<file path="src/rtl/i2s_dac_tx.sv">
// I2S DAC transmitter: double-buffered stereo frames serialised MSB first, slaved to codec BCLK/DACLRCK.
// Define I2S_TX_ROUND_EN for round-half-up with positive saturation; the default build truncates.
module i2s_dac_tx #(
    parameter int SAMPLE_W    = 32,
    parameter int OUT_W       = 24,
    parameter int SYNC_STAGES = 2
) (
    input  logic                CLOCK_50,
    input  logic                rst_n,
    input  logic                tick,
    input  logic [SAMPLE_W-1:0] in_L,
    input  logic [SAMPLE_W-1:0] in_R,
    input  logic                AUD_BCLK,
    input  logic                AUD_DACLRCK,
    output logic                AUD_DACDAT,
    output logic                frame_start,
    output logic                underrun,
    output logic                overrun,
    output logic [15:0]         err_count
);
    localparam int               CNT_W = $clog2(OUT_W + 1);
    localparam logic [CNT_W-1:0] BITS  = CNT_W'(OUT_W);
    localparam int               SHIFT = SAMPLE_W - OUT_W;

    typedef enum logic [1:0] {IDLE, LEFT, RIGHT} state_t;

    function automatic logic [OUT_W-1:0] fmt(input logic [SAMPLE_W-1:0] x);
`ifdef I2S_TX_ROUND_EN
        logic [SAMPLE_W:0] sum;
        sum = {x[SAMPLE_W-1], x} + ((SAMPLE_W+1)'(1) << (SHIFT - 1));
        // Only a non-negative input can carry into the sign bit.
        if (!x[SAMPLE_W-1] && sum[SAMPLE_W-1])
            return {1'b0, {(OUT_W-1){1'b1}}};
        return OUT_W'(sum >> SHIFT);
`else
        return OUT_W'(x >> SHIFT);
`endif
    endfunction

    logic [SYNC_STAGES-1:0] bclk_sync, lrck_sync;
    logic                   bclk_d, lrck_d;
    logic                   bclk_s, lrck_s;
    logic                   bfall, lfall, lrise, shift_en;

    assign bclk_s   = bclk_sync[SYNC_STAGES-1];
    assign lrck_s   = lrck_sync[SYNC_STAGES-1];
    assign bfall    = bclk_d & ~bclk_s;
    assign lfall    = lrck_d & ~lrck_s;
    assign lrise    = ~lrck_d & lrck_s;
    assign shift_en = bfall & ~lrise;

    always_ff @(posedge CLOCK_50 or negedge rst_n) begin
        if (!rst_n) begin
            bclk_sync <= '0;
            lrck_sync <= '0;
            bclk_d    <= 1'b0;
            lrck_d    <= 1'b0;
        end else begin
            bclk_sync <= (bclk_sync << 1) | SYNC_STAGES'(AUD_BCLK);
            lrck_sync <= (lrck_sync << 1) | SYNC_STAGES'(AUD_DACLRCK);
            bclk_d    <= bclk_s;
            lrck_d    <= lrck_s;
        end
    end

    state_t              state, state_nxt;
    logic [SAMPLE_W-1:0] pend_L, pend_R, pend_L_nxt, pend_R_nxt;
    logic [SAMPLE_W-1:0] act_L, act_R, act_L_nxt, act_R_nxt;
    logic                pend_valid, pend_valid_nxt;
    logic [OUT_W-1:0]    shreg, shreg_nxt;
    logic [CNT_W-1:0]    bit_cnt, bit_cnt_nxt;
    logic                dacdat_nxt, frame_start_nxt, underrun_nxt, overrun_nxt;
    logic [16:0]         err_sum;
    logic [15:0]         err_nxt;

    // NOTE: every *_nxt is given its default first, so this block can never infer a latch.
    always_comb begin
        state_nxt       = state;
        pend_L_nxt      = pend_L;
        pend_R_nxt      = pend_R;
        pend_valid_nxt  = pend_valid;
        act_L_nxt       = act_L;
        act_R_nxt       = act_R;
        shreg_nxt       = shreg;
        bit_cnt_nxt     = bit_cnt;
        dacdat_nxt      = AUD_DACDAT;
        frame_start_nxt = 1'b0;
        underrun_nxt    = 1'b0;
        overrun_nxt     = 1'b0;

        if (lfall) begin
            // Frame boundary from any state; a fall seen in LEFT resyncs.
            frame_start_nxt = 1'b1;
            if (pend_valid) begin
                act_L_nxt      = pend_L;
                act_R_nxt      = pend_R;
                pend_valid_nxt = 1'b0;
            end else begin
                underrun_nxt = 1'b1;
            end
            shreg_nxt   = fmt(act_L_nxt);
            bit_cnt_nxt = '0;
            dacdat_nxt  = 1'b0;
            state_nxt   = LEFT;
        end else begin
            case (state)
                IDLE: dacdat_nxt = 1'b0;
                LEFT: begin
                    if (lrise) begin
                        shreg_nxt   = fmt(act_R);
                        bit_cnt_nxt = '0;
                        dacdat_nxt  = 1'b0;
                        state_nxt   = RIGHT;
                    end else if (shift_en) begin
                        if (bit_cnt < BITS) begin
                            dacdat_nxt  = shreg[OUT_W-1];
                            shreg_nxt   = shreg << 1;
                            bit_cnt_nxt = bit_cnt + CNT_W'(1);
                        end else begin
                            dacdat_nxt = 1'b0;
                        end
                    end
                end
                RIGHT: begin
                    if (shift_en) begin
                        if (bit_cnt < BITS) begin
                            dacdat_nxt  = shreg[OUT_W-1];
                            shreg_nxt   = shreg << 1;
                            bit_cnt_nxt = bit_cnt + CNT_W'(1);
                        end else begin
                            dacdat_nxt = 1'b0;
                        end
                    end
                end
                default: state_nxt = IDLE;
            endcase
        end

        // Checked after LOAD so a same-cycle tick only overruns if the old sample survived.
        if (tick) begin
            overrun_nxt    = pend_valid_nxt;
            pend_L_nxt     = in_L;
            pend_R_nxt     = in_R;
            pend_valid_nxt = 1'b1;
        end

        err_sum = {1'b0, err_count} + {16'b0, underrun_nxt} + {16'b0, overrun_nxt};
        err_nxt = err_sum[16] ? 16'hFFFF : err_sum[15:0];
    end

    // NOTE: sequential state uses non-blocking assignment so every register samples pre-edge values.
    always_ff @(posedge CLOCK_50 or negedge rst_n) begin
        if (!rst_n) begin
            state       <= IDLE;
            pend_L      <= '0;
            pend_R      <= '0;
            pend_valid  <= 1'b0;
            act_L       <= '0;
            act_R       <= '0;
            shreg       <= '0;
            bit_cnt     <= '0;
            AUD_DACDAT  <= 1'b0;
            frame_start <= 1'b0;
            underrun    <= 1'b0;
            overrun     <= 1'b0;
            err_count   <= '0;
        end else begin
            state       <= state_nxt;
            pend_L      <= pend_L_nxt;
            pend_R      <= pend_R_nxt;
            pend_valid  <= pend_valid_nxt;
            act_L       <= act_L_nxt;
            act_R       <= act_R_nxt;
            shreg       <= shreg_nxt;
            bit_cnt     <= bit_cnt_nxt;
            AUD_DACDAT  <= dacdat_nxt;
            frame_start <= frame_start_nxt;
            underrun    <= underrun_nxt;
            overrun     <= overrun_nxt;
            err_count   <= err_nxt;
        end
    end

endmodule

</file>
<file path="config.mk">
export PLATFORM = sky130hd
export DESIGN_NAME = i2s_dac_tx
export DESIGN_NICKNAME = d
export VERILOG_FILES = /design/src/rtl/i2s_dac_tx.sv
export SDC_FILE = /design/constraint.sdc
export NUM_CORES = 1
export LEC_CHECK = 0
export ABC_AREA = 0
export CAP_MARGIN = 20
export CORE_ASPECT_RATIO = 0.7
export CORE_MARGIN = 5
export CORE_UTILIZATION = 55
export DETAILED_ROUTE_END_ITERATION = 8
export PLACE_DENSITY = 0.8
export REMOVE_ABC_BUFFERS = 1
export SETUP_SLACK_MARGIN = 0.1
export SLEW_MARGIN = 20
export SYNTH_ARGS = -nofsm -noshare
export SYNTH_HDL_FRONTEND = slang
export SYNTH_SLANG_ARGS = --single-unit
</file>
<file path="constraint.sdc">
create_clock -name CLOCK_50 -period 3.5 [get_ports CLOCK_50]
set_input_delay 0.35 -clock CLOCK_50 [delete_from_list [all_inputs] [get_ports CLOCK_50]]
set_output_delay 0.35 -clock CLOCK_50 [all_outputs]
set_load 0.005 [all_outputs]
</file>
==> results.sh <==
export IMPL_grt_setup_unrepaired="no"
export IMPL_cts_buffers=17
export IMPL_core_area_um2=12290
export IMPL_grt_pass1_vias=4844
export IMPL_drtAntennaViolNets=0
export IMPL_power_leakage_nw=3.592
export IMPL_p_per_area_nw_per_um2=649.1
export IMPL_swShare_pct=30.36
export IMPL_wire_per_inst_um=17.84
export IMPL_hold_buffers=0
export IMPL_antenna_found_initial=0
export IMPL_fp_dieH_um=103.4
export IMPL_fin_crit_sh_pct=73.34
export IMPL_ir_drop_v=0.0004194
export IMPL_dr_pass1_iters=4
export IMPL_fp_dieW_um=143.5
export IMPL_cts_tree="yes"
export IMPL_min_path_type="in2async"
export IMPL_synthToLayoutAreaGrowth_pct=20.57
export IMPL_ys_flop_type="dfrtp_1"
export IMPL_maxCapViolCount=0
export IMPL_cts_sinks=154
export IMPL_end_kind="flop"
export IMPL_clkPwrFrac_pct=31.6
export IMPL_diodes=0
export IMPL_place_port_buffers=72
export IMPL_drive_above_1_share_pct=22.95
export IMPL_fin_setup_tns_ns=0
export IMPL_slew_violations=0
export IMPL_insertion_delay_ns=0.43
export IMPL_dieArea_um2=14830
export IMPL_cts_setup_buffers=0
export IMPL_utilization_pct=67.24
export IMPL_vias=4747
export IMPL_nNetsFinal=709
export IMPL_synth_distinct_cells=46
export IMPL_cts_root_buf="clkbuf_16"
export IMPL_synth_async_reset_ratio_pct=100.0
export IMPL_netlist_instances=567
export IMPL_startpoint_type="flop"
export IMPL_fmax_mhz=389.6
export IMPL_syn_avg_cell_area_um2=12.09
export IMPL_cp_data_required_time_ns=3.86
export IMPL_clock_skew_ns=0.008436
export IMPL_path_clk_slew_ns=0.06
export IMPL_crit_type="reg2reg"
export IMPL_status="finished, violations left"
export IMPL_htree_levels=4
export IMPL_dp_cells=775
export IMPL_comb_power_share_pct=22.6
export IMPL_clockBufferDepth=2
export IMPL_layout_cells_non_filler=807
export IMPL_grt_max_degree=93
export IMPL_gr_total_overflow=0
export IMPL_grt_pass1_wl_mm=24.31
export IMPL_drcViolationCount=0
export IMPL_place_congestion=0.7695
export IMPL_viasPerCell=5.882
export IMPL_drtIter0Drc=551
export IMPL_p_switching_mw=1.629
export IMPL_setup_violations=0
export IMPL_seqCellArea_um2=3854
export IMPL_slew_headroom_pct=35.54
export IMPL_seqPwrFrac_pct=45.8
export IMPL_final_min_clock_period_ns=2.567
export IMPL_path_max_fanout=13
export IMPL_wl_mm=14.40
export IMPL_grt_busiest_layer="met2"
export IMPL_multi_input_area_um2=2839
export IMPL_cts_resized=0
export IMPL_violations="hold timing"
export IMPL_grtUsageMet3_pct=6.250
export IMPL_groute_layer_met1_usage_pct=29.01
export IMPL_ios=89
export IMPL_synth_warnings=0
export IMPL_dp_hpwl_mm=9.108
export IMPL_synth_area_um2=6857
export IMPL_crit_arrival_ns=2.93
export IMPL_rows=34
export IMPL_yosysSeqAreaShare_pct=56.20
export IMPL_internal_power_mw=3.737
export IMPL_grtUsageTotal_pct=21.07
export IMPL_initial_core_util_pct=55.77
export IMPL_ys_ff_latch=154
export IMPL_synth_edf_count=0
export IMPL_met2_usage_pct=32.24
export IMPL_fill_cells=871
export IMPL_hold_viol_final=12
export IMPL_whs_ns=-0.01160
export IMPL_tightest_slew_ns=0.9616
## sequential cells by signal, summed over array words and instances (netlist names), 2 cells and up
name       flops
act_L         24
pend_R        24
bit_cnt        5
shreg         24
act_R         24
lrck_sync      2
state          2
bclk_sync      2
pend_L        24
err_count     16
## power by group through the flow
| stage | sequential, mW | combinational [mW] | clock (mW) |
|---|---|---|---|
| floorplan | 2.39 | 0.775 | 0 |
| global placement | 2.44 | 1.14 | 0 |
| detailed placement | 2.47 | 1.20 | 0 |
| CTS | 2.45 | 1.22 | 1.72 |
| global route | 2.50 | 1.37 | 1.80 |
| finish | 2.46 | 1.21 | 1.70 |
## worst max-delay path, stage by stage (launching register included)
cell,delay [ns]
dfrtp_1,0.40
inv_1,0.07
ha_1,0.24
inv_1,0.09
nor2_1,0.18
fa_1,0.25
ha_1,0.23
nand4_1,0.19
or4_4,0.66
or2b_1,0.20
## kinds of logic after synthesis
group	share of synthesized area [%]
flip-flops	56.20
AO/OA/AOI/OAI	12.06
multiplexers	19.74
AND/OR/NAND/NOR	6.843
buffers and inverters	2.683
adder cells (fa/ha/maj)	1.569
XOR/XNOR	0.8942
## cells in the mapped netlist, drive strengths merged (2+ instances only)
master	count	share of area, %
dfrtp	154	56
mux2	98	16
o21ai	54	3.9
nor2	34	1.9
a31oi	31	2.8
a21oi	25	1.8
mux2i	25	3.6
a21boi	24	2.6
clkbuf	22	1.2
nand2	18	0.99
buf	14	1.1
ha	7	1.3
inv	7	0.38
nand3	6	0.51
and4	5	0.68
nand4	5	0.46
and2	4	0.38
and3	4	0.40
xor2	4	0.51
xnor2	3	0.38
nand2b	2	0.18
nor2b	2	0.18
nor3	2	0.15
o31ai	2	0.22
or2b	2	0.22
or3	2	0.20
## layout make-up
type / instances / area share [%]
Multi-Input combinational cell: 370 / 34.34
Timing Repair Buffer: 82 / 9.732
Sequential cell: 154 / 46.62
Inverter: 7 / 0.3178
Clock inverter: 10 / 1.165
Tap cell: 162 / 2.452
Clock buffer: 22 / 5.373
## worst paths after layout
path | start | end | slack [ns] | cells past startpoint
worst max-delay path | lrck_sync[1]$_DFF_PN0_ | err_count[1]$_DFF_PN0_ | 0.93 | 9
worst min-delay path | rst_n | state[0]$_DFFE_PN0P_ | -0.01 | 1
worst max register to register | lrck_sync[1]$_DFF_PN0_ | err_count[1]$_DFF_PN0_ | 0.93 | 9
worst min register to register | bclk_sync[0]$_DFF_PN0_ | bclk_sync[1]$_DFF_PN0_ | 0.35 | 0
max in group asynchronous | rst_n | act_L[20]$_DFFE_PN0P_ | 2.70 | 2
min in group CLOCK_50 | tick | overrun$_DFF_PN0_ | 0.30 | 2
## cells in the final DEF, fill, tap and decap left out, drive strengths merged, types with 2 or more instances in the layout
| cell type | n |
|---|---|
| a21boi | 24 |
| a21oi | 25 |
| a31oi | 31 |
| and2 | 4 |
| and3 | 4 |
| and4 | 5 |
| buf | 12 |
| clkbuf | 22 |
| clkdlybuf4s50 | 70 |
| clkinv | 4 |
| clkinvlp | 4 |
| dfrtp | 154 |
| ha | 7 |
| inv | 8 |
| mux2 | 98 |
| mux2i | 25 |
| nand2 | 18 |
| nand2b | 2 |
| nand3 | 6 |
| nand4 | 5 |
| nor2 | 34 |
| nor2b | 2 |
| nor3 | 2 |
| o21ai | 54 |
| o31ai | 2 |
| or2b | 2 |
| or3 | 2 |
| xnor2 | 3 |
| xor2 | 4 |
## per-stage QoR
step	instance area (um^2)	setup WS, ns	power (mW)	hold WS [ns]
final	8267	0.9331	5.366	-0.01160
after CTS	8262	0.9392	5.387	0.01918
after floorplan	6699	-0.1380	3.169	0.05441
after global placement	7721	1.041	3.579	0.3377
after detailed placement	7721	0.9760	3.676	0.3378
after global routing	8267	0.7296	5.668	0.06560
## layer usage
metal | vias up | wire length, um
li1 | 2183 | -
met1 | 2407 | 6462
met2 | 135 | 6813
met3 | 22 | 927
met4 | 0 | 196
met5 | - | 0
(Power assumes the default switching activity.)
